--- config.mk ---
export PLATFORM = sky130hd
export DESIGN_NAME = conv_interleaver_core
export DESIGN_NICKNAME = d
export VERILOG_FILES = /design/src/rtl/intlv_pkg.sv /design/src/rtl/intlv_branch_delay.sv /design/src/rtl/conv_interleaver_core.sv
export SDC_FILE = /design/constraint.sdc
export NUM_CORES = 1
export LEC_CHECK = 0
export ABC_AREA = 0
export CAP_MARGIN = 5
export CELL_PAD_IN_SITES_DETAIL_PLACEMENT = 0
export CELL_PAD_IN_SITES_GLOBAL_PLACEMENT = 2
export CORE_ASPECT_RATIO = 0.7
export CORE_MARGIN = 4
export CORE_UTILIZATION = 39
export CTS_BUF_LIST = sky130_fd_sc_hd__clkbuf_8
export CTS_CLUSTER_DIAMETER = 120
export DETAILED_ROUTE_END_ITERATION = 10
export GPL_ROUTABILITY_DRIVEN = 0
export GPL_TIMING_DRIVEN = 0
export PLACE_DENSITY_LB_ADDON = 0.08
export SLEW_MARGIN = 30
export SYNTH_ARGS = -nofsm -noshare
export SYNTH_HDL_FRONTEND = slang
export SYNTH_HIERARCHICAL = 1
export SYNTH_SLANG_ARGS = --single-unit
--- constraint.sdc ---
create_clock -name clk -period 4.45 [get_ports clk]
set_input_delay 0.6675 -clock clk [delete_from_list [all_inputs] [get_ports clk]]
set_output_delay 0.6675 -clock clk [all_outputs]
set_load 0.1 [all_outputs]
--- src/rtl/intlv_pkg.sv ---
// -----------------------------------------------------------------------------
// intlv_pkg
//   Shared helpers for the convolutional interleaver / deinterleaver pair.
//   - clog2_safe  : index width for a commutator, never narrower than 1 bit
//   - branch_len  : number of delay cells in interleaver branch b
//   - total_cells : total delay cells across all branches (same figure for the
//                   matching deinterleaver, whose branches run in reverse)
// -----------------------------------------------------------------------------
package intlv_pkg;

  function automatic int clog2_safe(input int n);
    return (n <= 2) ? 1 : $clog2(n);
  endfunction

  function automatic int branch_len(input int b, input int step);
    return b * step;
  endfunction

  function automatic int total_cells(input int branches, input int step);
    return step * branches * (branches - 1) / 2;
  endfunction

endpackage

--- src/rtl/intlv_branch_delay.sv ---
// -----------------------------------------------------------------------------
// intlv_branch_delay
//   LEN-stage enable-hold shift register forming one commutator branch.
//   LEN == 0 degenerates to a wire (tail = din).
//   Optional synchronous clear when CONV_INTLV_FLUSH_EN is defined.
// Ports
//   clk    in  1      rising-edge clock
//   reset  in  1      asynchronous, active-high reset
//   clr    in  1      synchronous clear (only with CONV_INTLV_FLUSH_EN)
//   en     in  1      advance the line one cell
//   din    in  WIDTH  symbol entering the head
//   tail   out WIDTH  oldest cell (value before the next shift)
// -----------------------------------------------------------------------------
module intlv_branch_delay #(
  parameter int WIDTH = 8,
  parameter int LEN   = 2
) (
  input  logic             clk,
  input  logic             reset,
`ifdef CONV_INTLV_FLUSH_EN
  input  logic             clr,
`endif
  input  logic             en,
  input  logic [WIDTH-1:0] din,
  output logic [WIDTH-1:0] tail
);

  generate
    if (LEN == 0) begin : g_wire
      logic unused_inputs;
`ifdef CONV_INTLV_FLUSH_EN
      assign unused_inputs = ^{clk, reset, en, clr};
`else
      assign unused_inputs = ^{clk, reset, en};
`endif
      assign tail = din;
    end else begin : g_line
      logic [WIDTH-1:0] cells [LEN];

      // NOTE: the cells are discrete flops, so resetting the whole array is
      // legal and cheap; a RAM-style array would not accept an async reset.
      always_ff @(posedge clk or posedge reset) begin
        if (reset) begin
          for (int i = 0; i < LEN; i++) cells[i] <= '0;
`ifdef CONV_INTLV_FLUSH_EN
        end else if (clr) begin
          for (int i = 0; i < LEN; i++) cells[i] <= '0;
`endif
        end else if (en) begin
          // NOTE: non-blocking assignments let every cell sample its
          // neighbour's old value, giving a true shift rather than a smear.
          cells[0] <= din;
          for (int i = 1; i < LEN; i++) cells[i] <= cells[i-1];
        end
      end

      assign tail = cells[LEN-1];
    end
  endgenerate

endmodule

--- src/rtl/conv_interleaver_core.sv ---
// -----------------------------------------------------------------------------
// conv_interleaver_core
//   Forney convolutional interleaver datapath. Input symbols are commutated
//   over BRANCHES delay lines; branch b delays by b*DEPTH_STEP visits.
//   Optional feature macro: CONV_INTLV_FLUSH_EN (adds synchronous flush port).
// Ports
//   clk        in   1      rising-edge clock
//   reset      in   1      asynchronous, active-high reset
//   flush      in   1      synchronous clear of all state (CONV_INTLV_FLUSH_EN)
//   in_valid   in   1      input symbol strobe
//   in_data    in   WIDTH  input symbol
//   out_valid  out  1      high one cycle after each accepted input
//   out_data   out  WIDTH  interleaved symbol (held while idle)
//   branch_idx out  BW     branch that will take the next input
// -----------------------------------------------------------------------------
module conv_interleaver_core
  import intlv_pkg::*;
#(
  parameter  int WIDTH      = 8,
  parameter  int BRANCHES   = 4,
  parameter  int DEPTH_STEP = 2,
  localparam int BW         = clog2_safe(BRANCHES)
) (
  input  logic             clk,
  input  logic             reset,
`ifdef CONV_INTLV_FLUSH_EN
  input  logic             flush,
`endif
  input  logic             in_valid,
  input  logic [WIDTH-1:0] in_data,
  output logic             out_valid,
  output logic [WIDTH-1:0] out_data,
  output logic [BW-1:0]    branch_idx
);

  logic [BW-1:0]    comm;
  logic [BRANCHES-1:0] en;
  logic [WIDTH-1:0] tails [BRANCHES];
  logic [WIDTH-1:0] tail_sel;
  logic             clear;

`ifdef CONV_INTLV_FLUSH_EN
  assign clear = flush;
`else
  assign clear = 1'b0;
`endif

  genvar b;
  generate
    for (b = 0; b < BRANCHES; b++) begin : g_branch
      // Only the selected branch shifts; all others hold their contents.
      assign en[b] = in_valid && !clear && (comm == BW'(b));

      intlv_branch_delay #(
        .WIDTH (WIDTH),
        .LEN   (branch_len(b, DEPTH_STEP))
      ) u_delay (
        .clk   (clk),
        .reset (reset),
`ifdef CONV_INTLV_FLUSH_EN
        .clr   (flush),
`endif
        .en    (en[b]),
        .din   (in_data),
        .tail  (tails[b])
      );
    end
  endgenerate

  // NOTE: default assignment first so no path through the mux leaves
  // tail_sel unassigned, which would otherwise infer a latch.
  always_comb begin
    tail_sel = '0;
    for (int i = 0; i < BRANCHES; i++) begin
      if (comm == BW'(i)) tail_sel = tails[i];
    end
  end

  always_ff @(posedge clk or posedge reset) begin
    if (reset) begin
      comm      <= '0;
      out_valid <= 1'b0;
      out_data  <= '0;
    end else if (clear) begin
      comm      <= '0;
      out_valid <= 1'b0;
    end else if (in_valid) begin
      out_data  <= tail_sel;
      out_valid <= 1'b1;
      // Explicit wrap so non-power-of-2 branch counts never reach 2^BW-1.
      comm      <= (comm == BW'(BRANCHES - 1)) ? '0 : comm + 1'b1;
    end else begin
      out_valid <= 1'b0;
    end
  end

  assign branch_idx = comm;

endmodule
-- After elaboration in Yosys (flattened, before gate mapping)
Cells that the tools add are included.
- bits in registers: 107
- output and inout port bits: 11
- logic and storage cells: 29
- $add $sub $neg: 1
- eq/ne operators: 3
- multiplexer cells: 6
- reductions and logical operators: 4
- operators by type and width (operator ; number):
    8-bit two-way mux ; 4
    2-bit == test (second input constant) ; 2
    1-bit logical AND ; 3
    2-bit by 1-bit adder with 2-bit output (second input constant) ; 1
    2-bit by 1-bit == test with 1-bit output (second input constant) ; 1
    2-bit zero test ; 1
    2-bit two-way mux ; 1
    1-bit two-way mux ; 1

-- Logic depth before layout (Yosys ltp)
Gate-level depths: netlist of the first run.
- depth after elaboration: 5
- mapped depth: 8
- mapped depth without buffers: 5

-- By module
Netlist of the first run, hierarchy kept.
- modules (own cells, without submodules) (module ; times used ; cells each ; area an instance (um^2) ; seq. area each (um^2)):
    intlv_branch_delay at g_branch[3].u_delay ; 1 ; 110 ; 1924.3 ; 1201.2
    intlv_branch_delay at g_branch[2].u_delay ; 1 ; 77 ; 1408.9 ; 800.8
    conv_interleaver_core ; 1 ; 91 ; 750.7 ; 275.3
    intlv_branch_delay at g_branch[1].u_delay ; 1 ; 43 ; 713.2 ; 400.4
    intlv_branch_delay at g_branch[0].u_delay ; 1 ; 8 ; 60.1 ; 0.0

-- Worst setup path before layout of the first run
OpenSTA, ideal clock, no wires.
- path kind: reg2reg
- start: reg comm[0] (netlist: branch_idx[0])
- end: reg g_branch[3].u_delay/g_line.cells[26] in the netlist's numbering
- data arrival time: 2.464 ns
- required time: 4.325 ns
- path slack: 1.861 ns
- stages on the path, launching flop included: 8
- clock period less this slack: 2.589 ns
- cells stage by stage: dfrtp_1 > ha_1 > clkbuf_1 > buf_2 > and2_1 > buf_6 > buf_6 > mux2_4
- word-level cells in the longest chain between the ends: 2
- RTL lines (item ; RTL line ; RTL):
    start: declaration ; conv_interleaver_core.sv:36 ; logic [BW-1:0] comm;
    start signal: assignment ; conv_interleaver_core.sv:91 ; comm <= (comm == BW'(BRANCHES - 1)) ? '0 : comm + 1'b1;
    2-bit == test ; conv_interleaver_core.sv:52 ; assign en[b] = in_valid && !clear && (comm == BW'(b));
    1-bit logical AND ; conv_interleaver_core.sv:52 ;
    via en[3] ; conv_interleaver_core.sv:37 ; logic [BRANCHES-1:0] en;
    end: declaration ; intlv_branch_delay.sv:38 ; logic [WIDTH-1:0] cells [LEN];
The timed path passes the listed nets, and every way through them passes these cells.
A chain may end at the register's enable or synchronous reset.

-- Worst setup path in the final report of the first run
- start: reg comm[0] (netlist: branch_idx[0])
- end: out branch_idx[0]
- RTL lines (item ; RTL line ; RTL):
    end: declaration ; conv_interleaver_core.sv:33 ; output logic [BW-1:0] branch_idx
No word-level cell between the ends.

==> results of run 1 <==
==> through the flow <==
| stage | total power [µW] | instances |
|---|---|---|
| 2_1_floorplan | 3076 | 328 |
| 3_3_place_gp | 3402 | 506 |
| 3_5_place_dp | 3437 | 506 |
| 4_1_cts | 4119 | 522 |
| 5_1_grt | 4309 | 522 |
| 6_report | 4058 | 522 |
==> where the power goes <==
part | internal [µW] | total [µW] | switching, µW | leakage (µW)
Combinational | 943 | 1720 | 782 | 0.00111
Clock | 320 | 660 | 340 | 0.000102
Sequential | 1420 | 1670 | 249 | 0.00132
Total | 2690 | 4060 | 1370 | 0.00253
==> routing by layer <==
layer | routed length (µm) | up-vias | share of wire [%]
met5 | 0 | - | 0
met4 | 85 | 0 | 0.96
met3 | 315 | 6 | 3.6
met2 | 3681 | 31 | 42
met1 | 4780 | 1241 | 54
li1 | - | 1165 | -
==> flip-flops by register name, indices dropped and copies added (netlist names) <==
register and flops:
out_valid 1, branch_idx 2, out_data 8, g_branch.u_delay/g_line.cells 72, g_branch.u_delay/tail 24
==> worst reg2reg max path, cell delays in order (launching register included) <==
cell and delay [ns]:
dfrtp_1 0.44, ha_1 0.17, clkbuf_1 0.37, buf_2 0.34, and2_1 0.21, buf_6 0.17, buf_6 0.22, mux2_4 0.32
==> worst max-delay path by stage <==
stage / endpoint
final: branch_idx[0]
after global routing: branch_idx[0]
after CTS: branch_idx[0]
after detailed placement: g_branch[3].u_delay/g_line.cells[32]$_DFFE_PP0P_
after global placement: g_branch[3].u_delay/g_line.cells[45]$_DFFE_PP0P_
after floorplan: g_branch[3].u_delay/g_line.cells[26]$_DFFE_PP0P_
==> layout make-up <==
type                    count  share of cell area (%)
plain buffers              51                   7.917
clock buffers               9                   2.259
clock inverters             7                   1.825
inverters                  14                   1.004
multi-input cells         156                   30.76
flip-flops and latches    107                   48.83
well taps                 157                   3.582
repair buffers             21                   3.833
==> metrics.txt, run 1 <==
maximum vdd drop ~0.53 mV; grt met3 use between 3 and 4%; synth warn 6; DRT Wirelength around 8.9 mm; Setup crit start branch_idx[0]$_DFFE_PP0P_; RSZ-0062 raised after global routing no; Worst-path clk slew roughly 0.10 ns; DR WL/cell ~17 µm; final setup margin approximately 1.8 ns; Tcrit/Tclk final around three fifths; crit path DAT roughly 2 ns; area grow syn2layout 13.05%; Ports 22; most common cell after layout, fill and taps aside dfrtp_1; first-pass GRT wire length 14.69 mm; Cell Area, Placed between 5000 and 6000 µm²; Post-CTS Resized 0; number of buffers created by CTS 9; Worst-Skew Late Latency 0.38 ns; Vias/cell 4.680; Leak ~0.0025 µW; flop-to-flop setup slack roughly 2.1 ns; Worst Path Required ~3.8 ns; drt first pass iters 4; hold path startpoint g_branch[3].u_delay/g_line.cells[13]$_DFFE_PP0P_; global route overflow 0; deepest clock path buffer count 2; number of port buffers 21; Final Max Tran Viols 0; WS Path Type flip-flop to primary output; Least-Margin Pin Slew approximately 0.97 ns; ANT cells 0; # rows 33; Startpoint Class flip-flop; initial antenna violation count 0; cells on worst reg2reg path 7; RR Endpoint g_branch[3].u_delay/g_line.cells[41]$_DFFE_PP0P_; CP Cell Sequence clkdlybuf4s50_1; Peak Freq 0.3786 GHz; reg2reg start branch_idx[0]$_DFFE_PP0P_; H-tree depth 3; CTS Hold Bufs 0; detailed-route DRC error count 0; CP max FO 5; Hold Fails Final Rpt 0; finished layout cell area approximately 5500 µm²; final net count around 380; GR peak layer met1; Worst Path Buf+Inv 1; final setup fails 0; Place WS between 1.5 and 2 ns; hold path endpoint g_branch[3].u_delay/tail[5]$_DFFE_PP0P_; Root Driver clkbuf_8; Die Wd 141.3 µm; Setup TNS 0 ns; All-Layer GR Usage between 10% and 20%; synthesized cell area roughly 4900 µm²; DRT iter0 DRCs 95; CP top delay family buffers and inverters; most frequent cells in the layout dfrtp_1, mux2_4, mux2_2; syn nets between 300 and 400; worst stage delay on the critical path roughly 1.2 ns; worst rel slew slack a little over a third; Hold WC Path Type flip-flop to flip-flop; Die ar. around 14,000 µm²; Setup Skew 0.009336 ns; pin count of the biggest net entering global routing between 40 and 50; final design utilization between 40% and 50%; area of the multi-input gates 1687 µm²; Vias around 2,400; M2 GR Usage a little under a fifth; Crit. path cell count 1; Gate Count Post-Synth 328; number of global-route vias before repair about 2,600; Max Cap Viol 0; status finished clean; CTS tree yes; synthesized area per cell 14.79 µm²; power per cell area around 740 nW/µm²; share of layout cells above drive strength 1 ~44%; Worst path slowest cell clkdlybuf4s50_1; Core ar. between 10,000 and 15,000 µm²; Reg area around 2700 µm²; Tmin final about 2.6 ns; met1 Usage GRT a little over a fifth; Die H 101.3 µm; number of fillers in the final layout between 1,000 and 1,500; Initial Utilization approximately two fifths; post-CTS repair timing setup buffer count 0; hold depth 1; post-DP HPWL around 6.2 mm; worst hold margin about 0.51 ns; Critical Path End Type primary output; # clock sinks between 100 and 150; Final ANT Viol Nets 0
No activity file was read; power rests on OpenSTA's default activity.
==> run 2: changes to the inputs <==
Clock period 4.45 ns to 2.35 ns, I/O delays scaled along.
==> run 2 against run 1 <==
Net effect:
- worst setup slack got worse by 1.8 ns
- via count increased by 0.45%
- register-to-register slack got worse by 1.9 ns
- cell count decreased by 0.19%
- critical path type unchanged
- critical endpoint unchanged
- largest cell class unchanged
==> metrics.txt, run 2 (synthesis results as in run 1) <==
Core ar. between 10,000 and 15,000 µm²; first-pass GRT wire length between 10 and 15 mm; CP Cell Sequence clkdlybuf4s50_1; Worst Path Buf+Inv 1; Setup crit start branch_idx[0]$_DFFE_PP0P_; CTS tree yes; Initial Utilization between 40 and 50%; Final Max Tran Viols 0; area grow syn2layout 12.56%; All-Layer GR Usage a little over an eighth; Tcrit/Tclk final 97.59%; most common cell after layout, fill and taps aside dfrtp_1; worst rel slew slack about a third; drt first pass iters 4; most frequent cells in the layout dfrtp_1, mux2_4, mux2_2; finished layout cell area approximately 5500 µm²; Final ANT Viol Nets 0; CP max FO 5; max reg flops between 70 and 80; Critical Path End Type primary output; worst stage delay on the critical path around 1.2 ns; post-DP HPWL around 6 mm; Hold WC Path Type input pin to async pin; Vias roughly 2,500; Worst-path clk slew 0.10 ns; Setup Skew about 0.0054 ns; Worst path slowest cell clkdlybuf4s50_1; reg2reg start branch_idx[0]$_DFFE_PP0P_; Place WS -0.2097 ns; DRT Wirelength 8.614 mm; Hold Fails Final Rpt 0; Max Cap Viol 0; WS Path Type flip-flop to primary output; RSZ-0062 raised after global routing no; final net count 374; crit path DAT between 1.5 and 2 ns; # rows 33; Root Driver clkbuf_8; final setup margin 0.05675 ns; ANT cells 0; maximum vdd drop 0.9980 mV; detailed-route DRC error count 0; Least-Margin Pin Slew 0.9753 ns; # clock sinks 107; Worst Path Required ~2 ns; pin count of the biggest net entering global routing just under 50; Die ar. roughly 14,000 µm²; CTS Hold Bufs 0; initial antenna violation count 0; deepest clock path buffer count 2; Worst-Skew Late Latency between 0.3 and 0.4 ns; Leak about 0.0025 µW; CP top delay family buffers and inverters; Tmin final between 2 and 2.5 ns; Peak Freq 0.4361 GHz; Largest Register g_branch.u_delay/g_line.cells; DRT iter0 DRCs ~100; Ports 22; share of layout cells above drive strength 1 a little under half; post-CTS repair timing setup buffer count 0; number of global-route vias before repair approximately 2,500; status finished clean; number of buffers created by CTS 9; Vias/cell between 4 and 5; Die Wd between 100 and 150 µm; Startpoint Class flip-flop; number of port buffers 21; Post-CTS Resized 0; DR WL/cell ~17 µm; global route overflow 0; Die H approximately 100 µm; final setup fails 0; Cell Area, Placed 5263 µm²; H-tree depth 3; power per cell area 1389 nW/µm²; total power 7583 µW
## run 2: final timing paths
kind / endpoint / slack (ns) / depth (start not counted)
setup / recovery: branch_idx[0] / 0.06 / 1
setup reg to reg: g_branch[3].u_delay/g_line.cells[41]$_DFFE_PP0P_ / 0.21 / 6
max in group asynchronous: g_branch[1].u_delay/tail[0]$_DFFE_PP0P_ / 1.35 / 2
min in group clk: g_branch[3].u_delay/tail[6]$_DFFE_PP0P_ / 0.51 / 1
hold / removal: out_valid$_DFF_PP0_ / 0.47 / 2
hold reg to reg: g_branch[3].u_delay/tail[6]$_DFFE_PP0P_ / 0.51 / 1
## run 2: cell type report
cell class	instances	area (µm²)
buffer	50	430.4
clock buffer	9	123.9
clock inverter	7	77.57
fill	1081	6472
inverter	14	55.05
multi-input combinational	156	1687
sequential	107	2680
tap	157	196.4
timing repair buffer	21	210.2
## run 2: worst register-to-register path, stage by stage, from the launching register on
cell     delay (ns)
dfrtp_2        0.42
ha_1           0.39
buf_2          0.32
and2_1         0.20
buf_6          0.17
buf_6          0.21
mux2_4         0.32
## run 2: per-layer routing
layer	share of wire, %	GRT usage, %	vias up
li1	-	-	1165
met1	55	20.18	1255
met2	41	17.64	26
met3	3.1	3.634	8
met4	0.94	4.244	0
met5	0	0	-
## run 2: power breakdown
part | leakage (µW) | switching, µW | internal, µW
combinational | 0.00111 | 1470 | 1790
clock | 0.000105 | 654 | 502
sequential | 0.00132 | 467 | 2700
## run 2: through the flow
stage	std cells	utilization [%]	TNS, ns	hold slack (ns)
global route	521	45.76	0	0.5065
finish	521	45.76	0	0.4703
detailed placement	506	44.10	-10.82	0.4890
global placement	506	44.08	-24.47	0.4851
CTS	522	45.79	0	0.4697
floorplan	328	-	0	0.2048
